==> src/rtl/rv_lsu.sv <==
// rv_lsu: RV32I load/store unit driving a single-port synchronous data RAM
// and, when the RV_LSU_LED_EN macro is defined, a 3-bit LED register at addr[12] = 1.
// Latency: legal access responds 3 cycles after accept (IDLE->MEM->WAIT->RESP),
//          a faulting access 1 cycle after accept (IDLE->RESP).
// Backpressure: req_ready is high only in IDLE; one request is in flight at a time.
// Ports:
//   clk, reset                       clock, synchronous active-high reset
//   req_valid/req_ready              request handshake
//   req_we/req_funct3/req_addr/req_wdata  request fields, captured on accept
//   rsp_valid/rsp_rdata/rsp_fault    one-cycle response pulse and its payload
//   mem_en/mem_we/mem_addr/mem_be/mem_wdata/mem_rdata  data RAM port
//   leds                             LED register (tied 0 without RV_LSU_LED_EN)
module rv_lsu #(
  parameter int DMEM_AW = 10
) (
  input  logic               clk,
  input  logic               reset,
  input  logic               req_valid,
  output logic               req_ready,
  input  logic               req_we,
  input  logic [2:0]         req_funct3,
  input  logic [31:0]        req_addr,
  input  logic [31:0]        req_wdata,
  output logic               rsp_valid,
  output logic [31:0]        rsp_rdata,
  output logic               rsp_fault,
  output logic               mem_en,
  output logic               mem_we,
  output logic [DMEM_AW-1:0] mem_addr,
  output logic [3:0]         mem_be,
  output logic [31:0]        mem_wdata,
  input  logic [31:0]        mem_rdata,
  output logic [2:0]         leds
);

  typedef enum logic [1:0] {
    S_IDLE = 2'd0,
    S_MEM  = 2'd1,
    S_WAIT = 2'd2,
    S_RESP = 2'd3
  } state_t;

  state_t      r_state;
  state_t      w_next;

  logic        r_we;
  logic [2:0]  r_funct3;
  logic [31:0] r_addr;
  logic [31:0] r_wdata;
  logic        r_fault;
  logic [31:0] r_rdata;

  logic        w_accept;
  logic        w_illegal;
  logic        w_misalign;
  logic        w_fault_in;
  logic        w_led_sel;
  logic [31:0] w_src;
  logic [31:0] w_shifted;
  logic [31:0] w_load_data;
  logic [3:0]  w_be;
  logic [31:0] w_wdata;

  // Address bits above the RAM index only matter for the LED region select.
  logic        w_unused;
  assign w_unused = ^r_addr[31:DMEM_AW+2];

  assign w_accept = (r_state == S_IDLE) && req_valid;

`ifdef RV_LSU_LED_EN
  logic [2:0] r_leds;
  assign w_led_sel = r_addr[12];
  assign leds      = r_leds;
  assign w_src     = w_led_sel ? {29'b0, r_leds} : mem_rdata;

  // LED write happens on the MEM->WAIT edge; reset wins so an aborted
  // store never reaches the register.
  always_ff @(posedge clk) begin
    if (reset) begin
      r_leds <= 3'b000;
    end else if (r_state == S_MEM && r_we && w_led_sel) begin
      // Store data is lane-replicated, so bits [2:0] hold the stored lane.
      r_leds <= w_wdata[2:0];
    end
  end
`else
  assign w_led_sel = 1'b0;
  assign leds      = 3'b000;
  assign w_src     = mem_rdata;
`endif

  // Legality of the incoming request, evaluated only on the accept cycle.
  always_comb begin
    w_illegal  = 1'b0;
    w_misalign = 1'b0;
    if (req_we) begin
      w_illegal = (req_funct3 > 3'd2);
    end else begin
      w_illegal = (req_funct3 == 3'd3) || (req_funct3 == 3'd6) || (req_funct3 == 3'd7);
    end
    if (req_funct3[1:0] == 2'b01) begin
      w_misalign = req_addr[0];
    end else if (req_funct3[1:0] == 2'b10) begin
      w_misalign = |req_addr[1:0];
    end
    w_fault_in = w_illegal || w_misalign;
  end

  // Lane selection and sign/zero extension of the returned word.
  always_comb begin
    w_shifted   = w_src >> {r_addr[1:0], 3'b000};
    w_load_data = 32'h0;
    case (r_funct3)
      3'd0:    w_load_data = {{24{w_shifted[7]}}, w_shifted[7:0]};
      3'd1:    w_load_data = {{16{w_shifted[15]}}, w_shifted[15:0]};
      3'd2:    w_load_data = w_src;
      3'd4:    w_load_data = {24'h0, w_shifted[7:0]};
      3'd5:    w_load_data = {16'h0, w_shifted[15:0]};
      default: w_load_data = 32'h0;
    endcase
  end

  // Byte enables and lane-replicated store data; loads read the full word.
  always_comb begin
    w_be    = 4'b1111;
    w_wdata = r_wdata;
    if (r_we) begin
      case (r_funct3[1:0])
        2'b00: begin
          w_be    = 4'b0001 << r_addr[1:0];
          w_wdata = {4{r_wdata[7:0]}};
        end
        2'b01: begin
          w_be    = r_addr[1] ? 4'b1100 : 4'b0011;
          w_wdata = {2{r_wdata[15:0]}};
        end
        default: begin
          w_be    = 4'b1111;
          w_wdata = r_wdata;
        end
      endcase
    end
  end

  // FSM: state register and request capture.
  always_ff @(posedge clk) begin
    if (reset) begin
      r_state  <= S_IDLE;
      r_we     <= 1'b0;
      r_funct3 <= 3'd0;
      r_addr   <= 32'h0;
      r_wdata  <= 32'h0;
      r_fault  <= 1'b0;
      r_rdata  <= 32'h0;
    end else begin
      r_state <= w_next;
      if (w_accept) begin
        r_we     <= req_we;
        r_funct3 <= req_funct3;
        r_addr   <= req_addr;
        r_wdata  <= req_wdata;
        r_fault  <= w_fault_in;
        r_rdata  <= 32'h0;
      end else if (r_state == S_WAIT) begin
        // RAM data is valid in WAIT, one cycle after the MEM enable.
        r_rdata <= r_we ? 32'h0 : w_load_data;
      end
    end
  end

  // FSM: next state.
  always_comb begin
    w_next = r_state;
    case (r_state)
      S_IDLE:  if (req_valid) w_next = w_fault_in ? S_RESP : S_MEM;
      S_MEM:   w_next = S_WAIT;
      S_WAIT:  w_next = S_RESP;
      S_RESP:  w_next = S_IDLE;
      default: w_next = S_IDLE;
    endcase
  end

  // FSM: outputs. The RAM port is driven only during MEM on a RAM-region access.
  always_comb begin
    req_ready = (r_state == S_IDLE);
    rsp_valid = (r_state == S_RESP);
    rsp_fault = (r_state == S_RESP) && r_fault;
    rsp_rdata = (r_state == S_RESP) ? r_rdata : 32'h0;
    mem_en    = 1'b0;
    mem_we    = 1'b0;
    mem_addr  = '0;
    mem_be    = 4'b0000;
    mem_wdata = 32'h0;
    if (r_state == S_MEM && !w_led_sel) begin
      mem_en    = 1'b1;
      mem_we    = r_we;
      mem_addr  = r_addr[DMEM_AW+1:2];
      mem_be    = w_be;
      mem_wdata = w_wdata;
    end
  end

endmodule

==> config.mk <==
export PLATFORM = sky130hd
export DESIGN_NAME = rv_lsu
export DESIGN_NICKNAME = d
export VERILOG_FILES = /design/src/rtl/rv_lsu.sv
export SDC_FILE = /design/constraint.sdc
export NUM_CORES = 1
export LEC_CHECK = 0
export CORE_MARGIN = 2
export CORE_UTILIZATION = 40
export DETAILED_ROUTE_END_ITERATION = 16
export GPL_TIMING_DRIVEN = 0
export PLACE_DENSITY_LB_ADDON = 0.2
export RECOVER_POWER = 50
export SKIP_LAST_GASP = 1
export SLEW_MARGIN = 5
export SYNTH_ARGS = -nofsm -noshare
export SYNTH_HDL_FRONTEND = slang
export SYNTH_SLANG_ARGS = --single-unit
==> constraint.sdc <==
create_clock -name clk -period 1.98 [get_ports clk]
set_input_delay 0.396 -clock clk [delete_from_list [all_inputs] [get_ports clk]]
set_output_delay 0.396 -clock clk [all_outputs]
set_load 0.02 [all_outputs]
==> load_flow_metrics.sql, run 1 <==
INSERT INTO impl_metrics (metric_group, metric, value, unit) VALUES
('die', 'initial_core_util', '0.4095', ''),
('timing', 'slew-limit-headroom', '0.5610', ''),
('grt', 'grt_antenna_before_repair', '0', ''),
('timing', 'final-setup-viol-count', '48', ''),
('setup_path', 'timing.reg2reg.worst_path_depth', '8', ''),
('yosys', 'synth-seq-cells', '83', ''),
('layout', 'antenna_cells', '0', ''),
('clock_tree', 'total_cts_buffers', '9', ''),
('clock_tree', 'clk_path_buf_depth', '2', ''),
('timing', 'fin_skew', '0.01014', 'ns'),
('timing', 'finalHoldViolations', '0', ''),
('clock_tree', 'clk_latency_worst_skew_pair', '0.34', 'ns'),
('route', 'via_count', '5139', ''),
('yosys', 'yosysWarnings', '0', ''),
('layout', 'layout.core_utilization', '0.6393', ''),
('clock_tree', 'cts_max_level', '3', ''),
('place', 'hpwl_after_detailed_placement', '11770', 'µm'),
('route', 'drc', '0', ''),
('setup_path', 'worstReg2RegEnd', 'r_rdata[30]', ''),
('route', 'route.antenna.remaining_nets', '0', ''),
('timing', 'grt_setup_unrepaired', 'true', ''),
('setup_path', 'cp_data_required_time', '1.58', 'ns'),
('setup_path', 'worst_setup_path_end_kind', 'primary output', ''),
('setup_path', 'startpoint', 'r_state[0]', ''),
('layout', 'syn2layout_area_growth', '56.11', '%'),
('setup_path', 'crit_arrival', '1.64', 'ns'),
('layout', 'design.final.nets', '884', ''),
('yosys', 'synth_edf_count', '0', ''),
('clock_tree', 'path_clk_slew', '0.05', 'ns'),
('yosys', 'synthCells', '583', ''),
('min_path', 'worstHoldStart', 'reset', ''),
('outcome', 'status', 'finished, violations left', ''),
('route', 'routedWlPerCell', '17.88', 'µm'),
('layout', 'drive_above_1_share', '0.2740', ''),
('power', 'totalPowerFinal', '7.379', 'mW'),
('clock_tree', 'cts.sinks', '83', ''),
('route', 'detailedRoute.firstIterationViolations', '302', ''),
('timing', 'timing_worst_slew_pin_value', '0.6568', 'ns'),
('power', 'leakage', '2.909', 'nW'),
('grt', 'first_global_vias', '5065', ''),
('place', 'total_of_buffers_placed_on_input_and_output_ports', '164', ''),
('die', 'die_h', '111.9', 'µm'),
('grt', 'largest_net_degree_at_the_start_of_global_routing', '17', ''),
('setup_path', 'rrSetupSlack', '-0.04', 'ns'),
('power', 'vdd_drop_max', '506.9', 'µV'),
('yosys', 'postSynthAreaPerCell', '7.986', 'µm²'),
('die', 'die_width', '111.9', 'µm'),
('route', 'routed_wl', '16520', 'µm'),
('yosys', 'synth_top_flop_cell', 'dfxtp_1', ''),
('clock_tree', 'cts.root.buffer_cell', 'clkbuf_16', ''),
('yosys', 'cell_area_after_technology_mapping', '0.004656', 'mm²'),
('setup_path', 'critPathMaxFanout', '10', ''),
('place', 'gpl.final_weighted_congestion', '0.8416', ''),
('yosys', 'synth-async-reset-ratio', '0', ''),
('die', 'design.die.area', '0.01252', 'mm²'),
('setup_path', 'timing.critical_path.from_type', 'flop', ''),
('yosys', 'synth_cell_type_count', '42', ''),
('clock_tree', 'cts_hold_repair.buffers', '0', ''),
('grt', 'grt_pass1_wl', '25740', 'µm'),
('setup_path', 'reg2reg_from', 'r_state[0]', ''),
('clock_tree', 'tritoncts', 'done', ''),
('yosys', 'ys_seq_area_frac', '0.3569', ''),
('timing', 'setup_ws', '-0.05630', 'ns'),
('timing', 'fin_crit', '2.036', 'ns'),
('die', 'core', '0.01137', 'mm²'),
('timing', 'clock.fmax', '491.1', 'MHz'),
('min_path', 'hold_path_depth', '2', ''),
('job', 'max_cap_viol_count', '0', ''),
('power', 'power_density', '1015', 'mW/mm²'),
('route', 'avgViaCountPerCell', '5.562', ''),
('min_path', 'min_delay_worst_endpoint', 'r_state[1]', ''),
('timing', 'period_utilization_post_route', '1.028', ''),
('grt', 'global_route_total_usage_across_every_layer', '0.2560', ''),
('die', 'floorplan.rows', '39', ''),
('timing', 'finalMaxSlewViolations', '0', ''),
('grt', 'overflow', '0', ''),
('route', 'drt_pass1_iterations', '7', ''),
('min_path', 'worstHoldPathType', 'primary input to flop', ''),
('outcome', 'failed_checks', 'setup timing', ''),
('layout', 'n_fill_cell', '984', ''),
('die', 'ports', '189', ''),
('setup_path', 'critical_path_class', 'flop to primary output', '');
worst max-delay path: stages, from the launching register on:
cell and delay, ns:
dfxtp_4 0.37, buf_4 0.12, ha_4 0.20, buf_4 0.18, and2_1 0.16, clkdlybuf4s15_2 0.26
synth_stat cells (all sizes together), types with 2 or more instances:
| library cell | instances | area [µm²] |
|---|---|---|
| a211oi | 2 | 15.01 |
| a311oi | 9 | 78.83 |
| ha | 4 | 50.05 |
| nor4bb | 2 | 20.02 |
| nor2b | 10 | 62.56 |
| nand2b | 3 | 18.77 |
| nand2 | 147 | 551.8 |
| dfxtp | 83 | 1662 |
| nor3 | 9 | 45.04 |
| o21a | 2 | 15.01 |
| mux4 | 9 | 202.7 |
| clkbuf | 37 | 138.9 |
| inv | 21 | 78.83 |
| a221oi | 7 | 61.31 |
| o21ai | 18 | 93.84 |
| o211a | 8 | 80.08 |
| a21boi | 18 | 135.1 |
| a222oi | 8 | 80.08 |
| nor2 | 4 | 15.01 |
| buf | 20 | 137.6 |
| mux2i | 11 | 110.1 |
| o221ai | 16 | 202.7 |
| nor3b | 3 | 32.53 |
| nand3 | 2 | 10.01 |
| and2 | 54 | 337.8 |
| a21oi | 67 | 335.3 |
placed cells by master, fill, tap and decap left out, drive strengths merged, types with 11 or more instances in the layout:
cell	netlist	layout
mux2i	11	11
a21boi	18	18
inv	21	21
clkdlybuf4s50	0	82
clkbuf	37	46
o221ai	16	16
a21oi	67	67
nand2	147	147
o21ai	18	18
buf	20	88
and2	54	54
clkdlybuf4s15	0	30
dfxtp	83	83
per-layer routing:
layer	up-vias	GRT usage	wire, µm
li1	2408	-	-
met1	2440	0.3264	6864
met2	264	0.4279	7977
met3	27	0.04899	1314
met4	0	0.1021	368
met5	-	0	0
stage by stage:
| step | setup TNS, ns | cells | hold WS (ns) | setup slack [ns] | area [µm²] |
|---|---|---|---|---|---|
| finish | -1.331 | 924 | 0.2636 | -0.05630 | 7268 |
| global route | -5.138 | 924 | 0.2735 | -0.1013 | 7268 |
| CTS | -2.934 | 920 | 0.2573 | -0.1179 | 7059 |
| detailed placement | -45.36 | 892 | 0.4391 | -0.7135 | 6499 |
| global placement | -41.61 | 892 | 0.4391 | -0.6939 | 6499 |
| floorplan | 0 | 585 | 0.4241 | 0.02513 | 4678 |
what timing repair did:
item	4_1_cts	5_1_grt
pin swaps	11	26
buffers inserted	11	6
setup endpoints to repair	104	110
gates cloned	4	1
gates resized for setup	421	76
flip-flops by register name, summed over array words and instances, names as in the netlist:
name,count
r_funct3,3
r_we,1
r_rdata,32
r_fault,1
r_wdata,32
r_addr,12
r_state,2
how the worst max path moves through the flow:
stage / endpoint
finish: rsp_rdata[13]
global route: rsp_rdata[23]
CTS: mem_wdata[13]
detailed placement: mem_wdata[23]
global placement: mem_wdata[21]
floorplan: r_rdata[16]
cell families after synthesis:
group	count (synthesis)	synth area share
AND/OR/NAND/NOR	238	0.2446
AO/OA/AOI/OAI	158	0.2411
flip-flops	83	0.3569
buffers and inverters	78	0.07632
multiplexers	21	0.06960
adder cells (fa/ha/maj)	4	0.01075
other	1	0.0008055
final cells by class:
type	count	area [µm²]	share of cell area
Multi-Input combinational cell	424	2839	0.3906
Inverter	21	78.83	0.01085
Sequential cell	83	1675	0.2305
Tap cell	143	178.9	0.02462
Timing Repair Buffer	185	1798	0.2474
Clock inverter	2	12.51	0.001721
Clock buffer	13	250.2	0.03443
Buffer	53	435.4	0.05991
power by group:
part	leakage [nW]	switching, mW	internal [mW]	total (mW)
Sequential	0.680	0.259	2.00	2.26
Combinational	2.10	1.97	1.61	3.57
Clock	0.126	0.665	0.877	1.54
Total	2.91	2.89	4.49	7.38
Power figures use the tool's default switching activity.
==> run 2, diff against run 1 <==
Settings changed: CTS_CLUSTER_SIZE set to 30.
==> results of run 2 <==
The final DEF is identical to that of run 1; final timing and power are the same.
